<file path="src/rtl/xsleena_gfx_rom_responder_pkg.sv">
// Shared types and constants for the Xain'd Sleena graphics ROM responders.
// Holds the responder state encoding, the ROM word/address widths and the
// default SDRAM wait bound used by the layer and sprite responders.
package xsleena_rom_pkg;

  localparam int ROM_ADDR_W      = 17;
  localparam int ROM_DATA_W      = 16;
  localparam int ROM_TMO_W       = 5;
  localparam int ROM_TIMEOUT_DEF = 31;

  typedef enum logic [1:0] {
    RSP_IDLE,
    RSP_ISSUE,
    RSP_WAIT,
    RSP_DONE
  } rom_rsp_state_t;

endpackage

</file>
<file path="src/rtl/xsleena_gfx_rom_responder_if.sv">
// Bundle between a tilemap layer, the ROM responder and one SDRAM arbiter port.
// slave  : the responder (takes layer requests, drives SDRAM reads).
// master : the environment (layer + SDRAM arbiter).
// Signals: ROM_req/req_ROM_addr (layer request), ROM_data/rom_valid/rom_busy/
// rom_err (layer response/status), sdr_req/sdr_addr (read request),
// sdr_ack/sdr_rdy/sdr_dout (arbiter accept and read data).
interface xsleena_gfx_rom_responder_if
  import xsleena_rom_pkg::*;
#(
  parameter int SDR_AW = 24
);
  logic                  ROM_req;
  logic [ROM_ADDR_W-1:0] req_ROM_addr;
  logic [ROM_DATA_W-1:0] ROM_data;
  logic                  rom_valid;
  logic                  rom_busy;
  logic                  rom_err;
  logic                  sdr_req;
  logic [SDR_AW-1:0]     sdr_addr;
  logic                  sdr_ack;
  logic                  sdr_rdy;
  logic [ROM_DATA_W-1:0] sdr_dout;

  modport slave (
    input  ROM_req, req_ROM_addr, sdr_ack, sdr_rdy, sdr_dout,
    output ROM_data, rom_valid, rom_busy, rom_err, sdr_req, sdr_addr
  );

  modport master (
    output ROM_req, req_ROM_addr, sdr_ack, sdr_rdy, sdr_dout,
    input  ROM_data, rom_valid, rom_busy, rom_err, sdr_req, sdr_addr
  );
endinterface

</file>
<file path="src/rtl/xsleena_req_slot.sv">
// One-entry, newest-wins request address holder.
// Ports: clk/rst (async active-high), push_i/push_addr_i (store request),
// cmp_addr_i (address already in flight; matching pushes are dropped),
// pop_i (consume entry), valid_o/addr_o (held entry).
module xsleena_req_slot
  import xsleena_rom_pkg::*;
#(
  parameter int AW = ROM_ADDR_W
) (
  input  logic          clk,
  input  logic          rst,
  input  logic          push_i,
  input  logic [AW-1:0] push_addr_i,
  input  logic [AW-1:0] cmp_addr_i,
  input  logic          pop_i,
  output logic          valid_o,
  output logic [AW-1:0] addr_o
);
  logic          valid_q, valid_d;
  logic [AW-1:0] addr_q, addr_d;

  always_comb begin
    valid_d = valid_q;
    addr_d  = addr_q;
    // A fresh push outranks a pop so the newest address is never lost.
    if (push_i && (push_addr_i != cmp_addr_i)) begin
      valid_d = 1'b1;
      addr_d  = push_addr_i;
    end else if (pop_i) begin
      valid_d = 1'b0;
    end
  end

  always_ff @(posedge clk or posedge rst) begin
    if (rst) begin
      valid_q <= 1'b0;
      addr_q  <= '0;
    end else begin
      valid_q <= valid_d;
      addr_q  <= addr_d;
    end
  end

  assign valid_o = valid_q;
  assign addr_o  = addr_q;
endmodule

</file>
<file path="src/rtl/xsleena_gfx_rom_responder.sv">
// Background-layer graphics ROM responder: turns single-cycle layer requests
// into SDRAM request/acknowledge reads, short-circuits repeats of the last
// completed address, keeps one newest-wins pending request, and abandons an
// access that stalls for TIMEOUT clocks (sticky rom_err).
// Ports: clk, RESET (async active-high), bus (slave side of the layer/SDRAM
// bundle, see xsleena_gfx_rom_responder_if).
module xsleena_gfx_rom_responder
  import xsleena_rom_pkg::*;
#(
  parameter int                SDR_AW    = 24,
  parameter logic [SDR_AW-1:0] BASE_WORD = '0,
  parameter int                TIMEOUT   = ROM_TIMEOUT_DEF
) (
  input logic                               clk,
  input logic                               RESET,
  xsleena_gfx_rom_responder_if.slave        bus
);
  localparam logic [ROM_TMO_W-1:0] TMO_LAST = ROM_TMO_W'(TIMEOUT - 1);

  rom_rsp_state_t        state_q, state_d;
  logic [ROM_ADDR_W-1:0] addr_q, addr_d;
  logic [ROM_ADDR_W-1:0] last_q, last_d;
  logic [ROM_DATA_W-1:0] data_q, data_d;
  logic                  valid_q, valid_d;
  logic                  err_q, err_d;
  logic                  hit_ok_q, hit_ok_d;
  logic [ROM_TMO_W-1:0]  tmo_q, tmo_d;
  logic [ROM_ADDR_W-1:0] cand_addr;
  logic                  slot_push, slot_pop, slot_valid;
  logic [ROM_ADDR_W-1:0] slot_addr;

  xsleena_req_slot #(.AW(ROM_ADDR_W)) u_slot (
    .clk         (clk),
    .rst         (RESET),
    .push_i      (slot_push),
    .push_addr_i (bus.req_ROM_addr),
    .cmp_addr_i  (addr_q),
    .pop_i       (slot_pop),
    .valid_o     (slot_valid),
    .addr_o      (slot_addr)
  );

  always_comb begin
    state_d   = state_q;
    addr_d    = addr_q;
    last_d    = last_q;
    data_d    = data_q;
    valid_d   = 1'b0;
    err_d     = err_q;
    hit_ok_d  = hit_ok_q;
    tmo_d     = tmo_q + 1'b1;
    cand_addr = '0;
    slot_push = 1'b0;
    slot_pop  = 1'b0;

    case (state_q)
      RSP_IDLE: begin
        // A live request beats a slot entry left over from a timeout.
        if (bus.ROM_req || slot_valid) begin
          cand_addr = bus.ROM_req ? bus.req_ROM_addr : slot_addr;
          slot_pop  = slot_valid;
          if (hit_ok_q && (cand_addr == last_q)) begin
            valid_d = 1'b1;
          end else begin
            addr_d  = cand_addr;
            state_d = RSP_ISSUE;
          end
        end
      end
      RSP_ISSUE: begin
        slot_push = bus.ROM_req;
        if (bus.sdr_ack) begin
          if (bus.sdr_rdy) begin
            data_d   = bus.sdr_dout;
            valid_d  = 1'b1;
            last_d   = addr_q;
            hit_ok_d = 1'b1;
            state_d  = RSP_DONE;
          end else begin
            state_d = RSP_WAIT;
          end
        end else if (tmo_q == TMO_LAST) begin
          err_d    = 1'b1;
          hit_ok_d = 1'b0;
          state_d  = RSP_IDLE;
        end
      end
      RSP_WAIT: begin
        slot_push = bus.ROM_req;
        if (bus.sdr_rdy) begin
          data_d   = bus.sdr_dout;
          valid_d  = 1'b1;
          last_d   = addr_q;
          hit_ok_d = 1'b1;
          state_d  = RSP_DONE;
        end else if (tmo_q == TMO_LAST) begin
          err_d    = 1'b1;
          hit_ok_d = 1'b0;
          state_d  = RSP_IDLE;
        end
      end
      RSP_DONE: begin
        // A request arriving now is taken straight into ISSUE instead of
        // passing through the slot; it still supersedes any older entry.
        if (bus.ROM_req && (bus.req_ROM_addr != addr_q)) begin
          addr_d   = bus.req_ROM_addr;
          slot_pop = slot_valid;
          state_d  = RSP_ISSUE;
        end else if (slot_valid) begin
          addr_d   = slot_addr;
          slot_pop = 1'b1;
          state_d  = RSP_ISSUE;
        end else begin
          state_d = RSP_IDLE;
        end
      end
      default: state_d = RSP_IDLE;
    endcase

    if (state_d != state_q) tmo_d = '0;
  end

  always_ff @(posedge clk or posedge RESET) begin
    if (RESET) begin
      state_q  <= RSP_IDLE;
      addr_q   <= '0;
      last_q   <= '0;
      data_q   <= '0;
      valid_q  <= 1'b0;
      err_q    <= 1'b0;
      hit_ok_q <= 1'b0;
      tmo_q    <= '0;
    end else begin
      state_q  <= state_d;
      addr_q   <= addr_d;
      last_q   <= last_d;
      data_q   <= data_d;
      valid_q  <= valid_d;
      err_q    <= err_d;
      hit_ok_q <= hit_ok_d;
      tmo_q    <= tmo_d;
    end
  end

  assign bus.ROM_data  = data_q;
  assign bus.rom_valid = valid_q;
  assign bus.rom_err   = err_q;
  assign bus.rom_busy  = (state_q != RSP_IDLE) || slot_valid;
  assign bus.sdr_req   = (state_q == RSP_ISSUE);
  assign bus.sdr_addr  = (state_q == RSP_ISSUE) ? (BASE_WORD + SDR_AW'(addr_q)) : '0;
endmodule

</file>
<file path="src/flat_wrapper.sv">
// flat-port wrapper written by rule: the top's interface ports become plain ports
module xsleena_gfx_rom_responder_flat import xsleena_rom_pkg::*;
#(
  parameter int                SDR_AW    = 24,
  parameter logic [SDR_AW-1:0] BASE_WORD = '0,
  parameter int                TIMEOUT   = ROM_TIMEOUT_DEF
)
  (clk, RESET, bus_ROM_req, bus_req_ROM_addr, bus_sdr_ack, bus_sdr_rdy, bus_sdr_dout, bus_ROM_data, bus_rom_valid, bus_rom_busy, bus_rom_err, bus_sdr_req, bus_sdr_addr);
  xsleena_gfx_rom_responder_if #(.SDR_AW(SDR_AW)) bus_i ();
  input logic clk;
  input logic RESET;
  input wire logic [$bits(bus_i.ROM_req)-1:0] bus_ROM_req;
  input wire logic [$bits(bus_i.req_ROM_addr)-1:0] bus_req_ROM_addr;
  input wire logic [$bits(bus_i.sdr_ack)-1:0] bus_sdr_ack;
  input wire logic [$bits(bus_i.sdr_rdy)-1:0] bus_sdr_rdy;
  input wire logic [$bits(bus_i.sdr_dout)-1:0] bus_sdr_dout;
  output wire logic [$bits(bus_i.ROM_data)-1:0] bus_ROM_data;
  output wire logic [$bits(bus_i.rom_valid)-1:0] bus_rom_valid;
  output wire logic [$bits(bus_i.rom_busy)-1:0] bus_rom_busy;
  output wire logic [$bits(bus_i.rom_err)-1:0] bus_rom_err;
  output wire logic [$bits(bus_i.sdr_req)-1:0] bus_sdr_req;
  output wire logic [$bits(bus_i.sdr_addr)-1:0] bus_sdr_addr;
  assign bus_i.ROM_req = bus_ROM_req;
  assign bus_i.req_ROM_addr = bus_req_ROM_addr;
  assign bus_i.sdr_ack = bus_sdr_ack;
  assign bus_i.sdr_rdy = bus_sdr_rdy;
  assign bus_i.sdr_dout = bus_sdr_dout;
  assign bus_ROM_data = bus_i.ROM_data;
  assign bus_rom_valid = bus_i.rom_valid;
  assign bus_rom_busy = bus_i.rom_busy;
  assign bus_rom_err = bus_i.rom_err;
  assign bus_sdr_req = bus_i.sdr_req;
  assign bus_sdr_addr = bus_i.sdr_addr;
  xsleena_gfx_rom_responder #(.SDR_AW(SDR_AW), .BASE_WORD(BASE_WORD), .TIMEOUT(TIMEOUT)) u_core (.clk(clk), .RESET(RESET), .bus(bus_i));
endmodule
</file>
<file path="config.mk">
export PLATFORM = sky130hd
export DESIGN_NAME = xsleena_gfx_rom_responder_flat
export DESIGN_NICKNAME = d
export VERILOG_FILES = /design/src/rtl/xsleena_gfx_rom_responder_pkg.sv /design/src/rtl/xsleena_gfx_rom_responder_if.sv /design/src/rtl/xsleena_req_slot.sv /design/src/rtl/xsleena_gfx_rom_responder.sv /design/src/flat_wrapper.sv
export SDC_FILE = /design/constraint.sdc
export NUM_CORES = 1
export LEC_CHECK = 0
export ABC_AREA = 1
export CORE_ASPECT_RATIO = 1.4
export CORE_MARGIN = 3
export CORE_UTILIZATION = 40
export DETAILED_ROUTE_END_ITERATION = 6
export DONT_BUFFER_PORTS = 1
export GPL_TIMING_DRIVEN = 1
export PLACE_DENSITY = 0.53
export SYNTH_ARGS = -nofsm -noshare
export SYNTH_HDL_FRONTEND = slang
export SYNTH_SLANG_ARGS = --single-unit
</file>
<file path="constraint.sdc">
create_clock -name clk -period 7.8 [get_ports clk]
set_clock_uncertainty 0.1 [all_clocks]
set_input_delay 1.56 -clock clk [delete_from_list [all_inputs] [get_ports clk]]
set_output_delay 1.56 -clock clk [all_outputs]
set_load 0.02 [all_outputs]
</file>
==> results.yml <==
run_status:
  run_status: "completed"
timing:
  drv_slew: 0
  hold_viol_final: 0
  min_period_over_period_pct: 46.9
  max_freq_ghz: 0.274
  fin_crit_ns: 3.65
  slew_headroom_pct: 29.5
  fin_setup_tns_ns: 0
  setup_viol: 0
  tightestPinTransition_ns: 1.06
  hold_ws_ns: 0.383
  rsz0062_at_grt: "false"
finish:
  fin_nets: 666
  fill_cells: 1161
  drive_above_1_share_pct: 10.2
  final_common_cell: "nand2_1"
  finalNonFillerCells: 769
  antennaDiodeCount: 0
  syn_to_final_growth_pct: 7.39
  final_cell_mix: "nand2_1 (214), inv_1 (82), dfrtp_1 (78), o21ai_0 (51), nand3_1 (35)"
yosys:
  synth_edf_count: 0
  synth-seq-cells: 78
  synth_top_cell_by_area: "dfrtp_1"
  yosysTopAreaCellShare_pct: 41.7
  netlist_top_cells_area: "dfrtp_1 (42%), nand2_1 (17%), inv_1 (6.7%), o21ai_0 (5.5%), mux2_2 (3.9%)"
  synthDistinctLibCells: 35
  syn-instance-count: 632
  seq_area_frac_synth_pct: 41.7
  ys_warn_count: 0
  ys.flop_type: "dfrtp_1"
  syn_area_per_cell_um2: 7.40
  syn-cell-area_um2: 4680
  async_reset_ff_share_pct: 100
clock_network:
  ctsResizeCount: 0
  numCtsBuffers: 9
  cts_buffer_depth: 2
  cts_root_buf: "clkbuf_16"
  postCtsHoldBufs: 0
  clock-sinks: 78
  post_cts_buffers: 0
  cts_tree: "yes"
  h-tree-depth: 3
  clk_latency_ns: 0.33
  cts.reportedPaths.clkPinSlew_ns: 0.05
floorplanning:
  start_util_pct: 41.0
  die_y_um: 134
  rows: 46
  die_area_um2: 13000
  ios: 82
  die_x_um: 97.4
  core-area_um2: 11400
drt:
  wl_per_cell_um: 15.1
  first_pass_iters: 4
  drtAntennaViolNets: 0
  viasPerCell: 5.01
  vias: 3851
  finalWirelength_um: 11600
  drc: 0
  drt_iter0_drc: 202
grt:
  antenna_found_initial: 0
  grt_max_degree: 55
  grt_usage_pct: 18.2
  grt_pass1_wl_um: 18900
  grt-ovfl-total: 0
  first_global_vias: 3795
placement:
  routabilityCongestion: 0.810
  hpwl_um: 8080
  dp.cells: 754
  numPortBuffers: 0
worst_setup_path:
  cp-start-kind: "register"
  path_max_fanout: 15
  cp.arrival_ns: 1.99
  crit_required_ns: 6.14
  end_kind: "output pin"
  crit_type: "register to output pin"
pwr:
  powerDensity_nw_per_um2: 430
  max-vdd-ir-drop_mv: 0.204
  total_power_mw: 2.16
  leakage_nw: 2.62
flow_run:
  maxCapViolCount: 0
min_path:
  hold_path.class: "register to register"
registers in the layout, summed over array words and instances (netlist names):
name,flops
u_core.addr_q,17
u_core.last_q,17
u_core.u_slot.addr_o,17
u_core.bus.ROM_data,16
u_core.tmo_q,5
u_core.state_q,2
u_core.bus.rom_err,1
u_core.bus.rom_valid,1
u_core.hit_ok_q,1
u_core.u_slot.valid_o,1
metrics by stage:
| step | util, % | setup WS, ns | cell area [um2] |
|---|---|---|---|
| 3_5_place_dp | 41.2 | 3.87 | 4700 |
| 2_1_floorplan | - | 4.14 | 4700 |
| 6_report | 44.1 | 4.15 | 5020 |
| 3_3_place_gp | 41.2 | 3.95 | 4700 |
| 4_1_cts | 44.1 | 4.11 | 5020 |
| 5_1_grt | 44.1 | 3.99 | 5020 |
cell type report:
cell class / instances / area (um2) / area share [%]
Sequential cell: 78 / 1950 / 38.9
Inverter: 88 / 334 / 6.65
Clock inverter: 4 / 70.1 / 1.40
Multi-Input combinational cell: 439 / 2190 / 43.7
Clock buffer: 11 / 253 / 5.03
Tap cell: 144 / 180 / 3.59
Timing Repair Buffer: 5 / 37.5 / 0.748
layer usage:
layer	wire length [um]	global-route usage, %	up-vias	part of all wire [%]
met4	375	9.39	0	3.2
met5	0	0	-	0
met1	4980	22.4	1777	43
li1	-	-	1939	-
met3	688	3.69	22	5.9
met2	5550	30.2	113	48
worst paths after layout:
check	from	end	slack, ns	cells past startpoint
max	u_core.state_q[1]$_DFF_PP0_	bus_sdr_addr[4]	4.15	5
min	u_core.tmo_q[0]$_DFF_PP0_	u_core.tmo_q[0]$_DFF_PP0_	0.38	1
max reg2reg	u_core.state_q[1]$_DFF_PP0_	u_core.last_q[9]$_DFFE_PP0P_	4.88	6
min reg2reg	u_core.tmo_q[0]$_DFF_PP0_	u_core.tmo_q[0]$_DFF_PP0_	0.38	1
max in group asynchronous	RESET	u_core.addr_q[1]$_DFFE_PP0P_	5.58	2
min in group asynchronous	RESET	u_core.bus.ROM_data[8]$_DFFE_PP0P_	0.98	1
power by group:
| group | switching, mW | internal, mW |
|---|---|---|
| combinational | 0.594 | 0.308 |
| sequential | 0.208 | 0.592 |
| clock | 0.163 | 0.295 |
| total | 0.965 | 1.19 |
logic make-up (layout without fill, tap and decap cells):
group / count (synthesis) / after routing / synth area share, %
AOI/OAI and AO/OA: 95 / 95 / 11.3
xor gates and xnor gates: 12 / 12 / 2.25
adders and majority gates: 7 / 7 / 1.87
buffers and inverters: 121 / 108 / 12.1
DFF: 78 / 78 / 41.7
muxes: 16 / 16 / 3.85
other: 1 / 7 / 0.0802
and+or+nand+nor: 302 / 302 / 26.8
synthesized netlist by cell type (7+ instances only):
| cell type | count |
|---|---|
| nand3_1 | 35 |
| nor2_1 | 34 |
| dfrtp_1 | 78 |
| inv_1 | 83 |
| nand2_2 | 9 |
| mux2_2 | 16 |
| buf_6 | 7 |
| ha_1 | 7 |
| o21ai_0 | 51 |
| a21oi_1 | 22 |
| clkbuf_1 | 11 |
| buf_4 | 11 |
| o21ai_2 | 7 |
| nand2_1 | 214 |
worst max-delay path, cell delays in order, from the launching register on:
cell	delay, ns
dfrtp_1	0.42
inv_1	0.17
ha_1	0.40
buf_4	0.37
nand2_1	0.12
inv_1	0.17
(Power assumes the default switching activity.)
